## config.mk

```make
export PLATFORM = sky130hd
export DESIGN_NAME = lc3_mem_arbiter
export DESIGN_NICKNAME = d
export VERILOG_FILES = /design/src/rtl/lc3_arb_pkg.sv /design/src/rtl/lc3_rr_arb2.sv /design/src/rtl/lc3_mem_arbiter.sv
export SDC_FILE = /design/constraint.sdc
export NUM_CORES = 1
export LEC_CHECK = 0
export ABC_AREA = 1
export BUFFER_PORTS_ARGS = -buffer_cell sky130_fd_sc_hd__buf_2
export CAP_MARGIN = 0
export CORE_ASPECT_RATIO = 0.5
export CORE_MARGIN = 5
export CORE_UTILIZATION = 35
export DETAILED_ROUTE_END_ITERATION = 7
export GPL_ROUTABILITY_DRIVEN = 0
export GPL_TIMING_DRIVEN = 0
export SLEW_MARGIN = 20
export SYNTH_ARGS = -nofsm -noshare
export SYNTH_HDL_FRONTEND = slang
export SYNTH_SLANG_ARGS = --single-unit
```

## constraint.sdc

```tcl
create_clock -name clk -period 4.13 [get_ports clk]
set_clock_uncertainty 0.1 [all_clocks]
set_input_delay 0.413 -clock clk [delete_from_list [all_inputs] [get_ports clk]]
set_output_delay 0.413 -clock clk [all_outputs]
set_load 0.005 [all_outputs]
```

## src/rtl/lc3_arb_pkg.sv

```systemverilog
// lc3_arb_pkg: shared types and constants for the LC-3 memory arbiter.
package lc3_arb_pkg;

  typedef enum logic [1:0] {
    IDLE   = 2'd0,
    ACCESS = 2'd1,
    RESP   = 2'd2
  } arb_state_e;

  // Requester identifiers, also the encoding of last_grant.
  localparam logic GNT_CPU = 1'b0;
  localparam logic GNT_DBG = 1'b1;

  localparam int ARB_ADDR_W = 16;
  localparam int ARB_DATA_W = 16;

  // Wide enough to count MEM_LAT-1 for MEM_LAT up to 7.
  localparam int LAT_CNT_W = 3;

  localparam int PERF_W = 16;

  // Saturating increment for the optional performance counters.
  function automatic logic [PERF_W-1:0] perf_sat_inc(input logic [PERF_W-1:0] v);
    logic [PERF_W-1:0] r;
    if (v == 16'hFFFF) begin
      r = v;
    end else begin
      r = v + 16'd1;
    end
    return r;
  endfunction

endpackage

```

## src/rtl/lc3_rr_arb2.sv

```systemverilog
// lc3_rr_arb2: combinational two-way round-robin pick between CPU and debug.
module lc3_rr_arb2
  import lc3_arb_pkg::*;
(
  input  logic cpu_req_i,
  input  logic dbg_req_i,
  input  logic last_grant_i,
  output logic grant_valid_o,
  output logic grant_id_o
);

  // A lone requester wins; on a tie the side that was not served last wins.
  always_comb begin
    grant_valid_o = cpu_req_i | dbg_req_i;
    grant_id_o    = GNT_CPU;
    if (cpu_req_i && dbg_req_i) begin
      grant_id_o = (last_grant_i == GNT_CPU) ? GNT_DBG : GNT_CPU;
    end else if (dbg_req_i) begin
      grant_id_o = GNT_DBG;
    end else begin
      grant_id_o = GNT_CPU;
    end
  end

endmodule

```

## src/rtl/lc3_mem_arbiter.sv

```systemverilog
// lc3_mem_arbiter: shares the single LC-3 memory port between the CPU
// control FSM and the debug/program-loader port, one access at a time.
// Optional feature macro: LC3_ARB_PERF_EN (ack and wait counters).
module lc3_mem_arbiter
  import lc3_arb_pkg::*;
#(
  parameter int ADDR_W  = ARB_ADDR_W,
  parameter int DATA_W  = ARB_DATA_W,
  parameter int MEM_LAT = 1
) (
  input  logic              clk,
  input  logic              reset,
  input  logic              cpu_req,
  input  logic              cpu_we,
  input  logic [ADDR_W-1:0] cpu_addr,
  input  logic [DATA_W-1:0] cpu_wdata,
  output logic              cpu_ack,
  output logic [DATA_W-1:0] cpu_rdata,
  input  logic              dbg_req,
  input  logic              dbg_we,
  input  logic [ADDR_W-1:0] dbg_addr,
  input  logic [DATA_W-1:0] dbg_wdata,
  output logic              dbg_ack,
  output logic [DATA_W-1:0] dbg_rdata,
  output logic              mem_en,
  output logic              mem_we,
  output logic [ADDR_W-1:0] mem_addr,
  output logic [DATA_W-1:0] mem_wdata,
  input  logic [DATA_W-1:0] mem_rdata,
  output logic              busy,
  output logic              grant_dbg
`ifdef LC3_ARB_PERF_EN
  ,
  output logic [15:0]       perf_cpu_cnt,
  output logic [15:0]       perf_dbg_cnt,
  output logic [15:0]       perf_wait_cnt
`endif
);

  localparam logic [LAT_CNT_W-1:0] LAT_LAST = LAT_CNT_W'(MEM_LAT - 1);

  arb_state_e           state_q, state_d;
  logic [LAT_CNT_W-1:0] lat_cnt_q, lat_cnt_d;
  logic                 we_q, we_d;
  logic [ADDR_W-1:0]    addr_q, addr_d;
  logic [DATA_W-1:0]    wdata_q, wdata_d;
  logic [DATA_W-1:0]    rdata_q, rdata_d;
  logic                 last_grant_q, last_grant_d;
  logic                 grant_dbg_q, grant_dbg_d;
  logic                 cpu_ack_q, cpu_ack_d;
  logic                 dbg_ack_q, dbg_ack_d;
  logic                 mem_en_q, mem_en_d;
  logic                 mem_we_q, mem_we_d;
  logic                 busy_q, busy_d;
  logic                 grant_valid_s;
  logic                 grant_id_s;

  lc3_rr_arb2 u_rr_arb (
    .cpu_req_i     (cpu_req),
    .dbg_req_i     (dbg_req),
    .last_grant_i  (last_grant_q),
    .grant_valid_o (grant_valid_s),
    .grant_id_o    (grant_id_s)
  );

  // Next-state and registered-output logic for the IDLE/ACCESS/RESP sequencer.
  always_comb begin
    state_d      = state_q;
    lat_cnt_d    = lat_cnt_q;
    we_d         = we_q;
    addr_d       = addr_q;
    wdata_d      = wdata_q;
    rdata_d      = rdata_q;
    last_grant_d = last_grant_q;
    grant_dbg_d  = grant_dbg_q;
    cpu_ack_d    = 1'b0;
    dbg_ack_d    = 1'b0;
    mem_en_d     = 1'b0;
    mem_we_d     = 1'b0;
    case (state_q)
      IDLE: begin
        if (grant_valid_s) begin
          last_grant_d = grant_id_s;
          grant_dbg_d  = (grant_id_s == GNT_DBG);
          if (grant_id_s == GNT_DBG) begin
            we_d    = dbg_we;
            addr_d  = dbg_addr;
            wdata_d = dbg_wdata;
          end else begin
            we_d    = cpu_we;
            addr_d  = cpu_addr;
            wdata_d = cpu_wdata;
          end
          // The strobe is launched here so it is visible in the first ACCESS cycle.
          mem_en_d  = 1'b1;
          mem_we_d  = (grant_id_s == GNT_DBG) ? dbg_we : cpu_we;
          lat_cnt_d = 3'd0;
          state_d   = ACCESS;
        end else begin
          state_d = IDLE;
        end
      end
      ACCESS: begin
        if (lat_cnt_q == LAT_LAST) begin
          rdata_d = mem_rdata;
          state_d = RESP;
          if (last_grant_q == GNT_DBG) begin
            dbg_ack_d = 1'b1;
          end else begin
            cpu_ack_d = 1'b1;
          end
        end else begin
          lat_cnt_d = lat_cnt_q + 3'd1;
        end
      end
      RESP: begin
        // The acked req is still high here, so no arbitration in this state.
        state_d = IDLE;
      end
      default: begin
        state_d = IDLE;
      end
    endcase
    busy_d = (state_d != IDLE);
  end

  // State, payload and output registers; reset aborts any access in flight.
  always_ff @(posedge clk or posedge reset) begin
    if (reset) begin
      state_q      <= IDLE;
      lat_cnt_q    <= 3'd0;
      we_q         <= 1'b0;
      addr_q       <= {ADDR_W{1'b0}};
      wdata_q      <= {DATA_W{1'b0}};
      rdata_q      <= {DATA_W{1'b0}};
      last_grant_q <= GNT_DBG;
      grant_dbg_q  <= 1'b0;
      cpu_ack_q    <= 1'b0;
      dbg_ack_q    <= 1'b0;
      mem_en_q     <= 1'b0;
      mem_we_q     <= 1'b0;
      busy_q       <= 1'b0;
    end else begin
      state_q      <= state_d;
      lat_cnt_q    <= lat_cnt_d;
      we_q         <= we_d;
      addr_q       <= addr_d;
      wdata_q      <= wdata_d;
      rdata_q      <= rdata_d;
      last_grant_q <= last_grant_d;
      grant_dbg_q  <= grant_dbg_d;
      cpu_ack_q    <= cpu_ack_d;
      dbg_ack_q    <= dbg_ack_d;
      mem_en_q     <= mem_en_d;
      mem_we_q     <= mem_we_d;
      busy_q       <= busy_d;
    end
  end

  assign cpu_ack   = cpu_ack_q;
  assign dbg_ack   = dbg_ack_q;
  assign cpu_rdata = rdata_q;
  assign dbg_rdata = rdata_q;
  assign mem_en    = mem_en_q;
  assign mem_we    = mem_we_q;
  assign mem_addr  = addr_q;
  assign mem_wdata = wdata_q;
  assign busy      = busy_q;
  assign grant_dbg = grant_dbg_q;

`ifdef LC3_ARB_PERF_EN
  logic [15:0] perf_cpu_q, perf_dbg_q, perf_wait_q;
  logic        wait_s;

  // A cycle is a wait cycle when a tie is lost in IDLE or any req is pending while busy.
  always_comb begin
    wait_s = 1'b0;
    if (state_q == IDLE) begin
      wait_s = cpu_req & dbg_req;
    end else begin
      wait_s = cpu_req | dbg_req;
    end
  end

  // Saturating performance counters, bumped together with the ack they count.
  always_ff @(posedge clk or posedge reset) begin
    if (reset) begin
      perf_cpu_q  <= 16'd0;
      perf_dbg_q  <= 16'd0;
      perf_wait_q <= 16'd0;
    end else begin
      perf_cpu_q  <= cpu_ack_d ? perf_sat_inc(perf_cpu_q) : perf_cpu_q;
      perf_dbg_q  <= dbg_ack_d ? perf_sat_inc(perf_dbg_q) : perf_dbg_q;
      perf_wait_q <= wait_s ? perf_sat_inc(perf_wait_q) : perf_wait_q;
    end
  end

  assign perf_cpu_cnt  = perf_cpu_q;
  assign perf_dbg_cnt  = perf_dbg_q;
  assign perf_wait_cnt = perf_wait_q;
`endif

endmodule

```

==> impl_metrics.tcl <==
set metrics [dict create \
    cts_tree "built" \
    vdd_ir_drop_max_mv 0.269 \
    fin_crit_sh_pct 35.9 \
    vias_per_cell 4.21 \
    track_usage_pct 15.9 \
    arrival_ns 0.97 \
    ys_seq_area_share_pct 47.5 \
    gr-total-overflow 0 \
    yosysMostFrequentCell "nand2_1" \
    synthCells 420 \
    status "finished clean" \
    drt_pass1_iterations 4 \
    post_drt_wl_per_cell_um 12.0 \
    fillers 908 \
    maxCapViolations 0 \
    drive_gt1_share_pct 36.3 \
    grt_pass1_vias 2899 \
    start_util_pct 36.1 \
    grt_pass1_wl_mm 14.2 \
    tightest_slew_ns 0.360 \
    crit_type "reg2out" \
    synth_top_area_share_pct 46.7 \
    max_clock_freq_mhz 674 \
    clk_pin_slew_worst_paths_ns 0.05 \
    cp_max_fo 3 \
    power_density_nw_per_um2 702 \
    dpl.hpwl_mm 6.52 \
    synth_flop_cell "dfrtp_1" \
    synthToLayoutAreaGrowth_pct 40.1 \
    grt_max_degree 35 \
    cts_made_buffers 9 \
    htreeDepth 3 \
    cts_resized 0 \
    nets 675 \
    worst_slack_ns 2.65 \
    antenna_left 0 \
    leakagePower_nw 2.77 \
    vias 2987 \
    relSlewSlack_pct 76.0 \
    synth_warnings 0 \
    cpPeakStageDelay_ns 0.40 \
    clk_latency_ns 0.32 \
    slew_violations 0 \
    synth_cell_types 17 \
    synth_fp_nets 508 \
    layout_min_cycle_time_ns 1.48 \
    finalWirelength_mm 8.52 \
    hold_viol 0 \
    coreArea_sq_um 8770 \
    rows 24 \
    rsz0062_at_grt "no" \
    cts.sinks 60 \
    hold_class "in2reg" \
    synthArstFlopShare_pct 100 \
    startpoint_type "flop" \
    fin_util_pct 50.5 \
    synth.avg_cell_area_sq_um 7.53 \
    cp.required_ns 3.62 \
    dieArea_sq_um 11100 \
    ys_top_cells_by_count "164 x nand2_1, 75 x inv_1, 67 x nand3_1" \
    dp_slack_ns 2.69 \
    cp_slowest_cell "dfrtp_1" \
    clockBufferDepth 2 \
    setup_violations 0 \
    antenna_found_initial 0 \
    ios 156 \
    die_h_um 77.2 \
    synth_seq_cells 60 \
    ys_top_cells_by_area "dfrtp_1 47%, nand2_1 19%, nand3_1 11%" \
    diodes 0 \
    critical_path.cell_chain "buf_4 > buf_2" \
    die_w_um 144 \
    setup_tns_ns 0 \
    endpoint_kind "output pin" \
    yosys.area.top_type "dfrtp_1" \
    drt_iter0_markers 123 \
    synth_edf_count 0 \
    portBuffers 154 \
    cts_root_buffer "clkbuf_16" \
    drc 0 \
    synth_area_sq_um 3160 \
]
critical path, delay by kind of cell, from the launching register on:
| family | cells | cell delay, ns |
|---|---|---|
| flops | 1 | 0.40 |
| buf+inv | 2 | 0.25 |
where the power goes:
part	internal, mW	leakage, nW	switching (mW)	total, mW
clock network	0.543	0.153	0.253	0.796
logic	0.616	1.88	0.671	1.29
registers	0.871	0.738	0.156	1.03
path summary, 6_finish.rpt:
| kind | start | to | slack (ns) | cells past startpoint |
|---|---|---|---|---|
| setup / recovery | cpu_rdata[3]$_DFFE_PP0P_ | dbg_rdata[3] | 2.65 | 2 |
| hold / removal | mem_rdata[2] | cpu_rdata[2]$_DFFE_PP0P_ | 0.18 | 3 |
| setup reg to reg | lat_cnt_q[0]$_DFFE_PP0P_ | cpu_rdata[0]$_DFFE_PP0P_ | 2.68 | 8 |
| hold reg to reg | mem_wdata[11]$_DFFE_PP0N_ | mem_wdata[11]$_DFFE_PP0N_ | 0.37 | 2 |
| max in group asynchronous | reset | last_grant_q$_DFFE_PP1N_ | 2.85 | 4 |
| min in group asynchronous | reset | mem_wdata[9]$_DFFE_PP0N_ | 0.53 | 3 |
sequential cells by signal, indices dropped and copies added, names as in the netlist:
name / flops
mem_addr: 16
mem_wdata: 16
cpu_rdata: 16
cpu_ack: 1
state_q: 2
grant_dbg: 1
last_grant_q: 1
mem_we: 1
busy: 1
mem_en: 1
lat_cnt_q: 3
dbg_ack: 1
per-layer routing:
metal,track usage [%],vias up,wire length [um]
met2,26.6,59,4390
met4,4.00,0,91
li1,-,1570,-
met5,0,-,0
met3,4.47,10,478
met1,20.3,1348,3560
cells in the final DEF, fill, tap and decap left out, types with 2 or more instances in the layout:
master     instances
inv_4              2
clkbuf_1           2
nand3_1           67
buf_4             16
nand2_1          164
ha_1               2
o21ai_0            2
dfrtp_1           59
inv_2              2
bufinv_16          2
nor2_1             6
nand2_4            2
clkbuf_16          9
buf_6             11
inv_1             74
nor2_4             2
buf_2            162
through the flow:
stage	hold slack (ns)	power [mW]	area [sq um]	std cells
after floorplan	0.365	1.79	3160	420
after global placement	0.357	2.33	4080	691
after detailed placement	0.320	2.35	4100	692
after CTS	0.167	3.17	4430	709
after global routing	0.167	3.39	4430	709
final	0.177	3.11	4430	709
layout make-up:
cell class,instances,area (sq um),area share [%]
sequential,60,1500,33.9
clock inverter,4,72.6,1.64
clock buffer,12,246,5.56
inverter,78,298,6.72
timing repair buffer,156,801,18.1
buffer,35,284,6.41
tap,117,146,3.30
multi-input combinational,247,1080,24.4
timing repair:
item	in CTS	in global routing
buffers inserted	0	0
hold endpoints to repair	26	0
setup endpoints to repair	0	0
hold buffers	1	0
kinds of logic (layout without fill, tap and decap cells):
logic type | count (synthesis) | count (layout) | synth area share, %
and+or+nand+nor | 243 | 243 | 33.0
buffers and inverters | 113 | 285 | 18.3
DFF | 60 | 60 | 47.5
adders and majority gates | 2 | 2 | 0.791
AOI/OAI and AO/OA | 2 | 2 | 0.317
No activity file was read; power rests on OpenSTA's default activity.
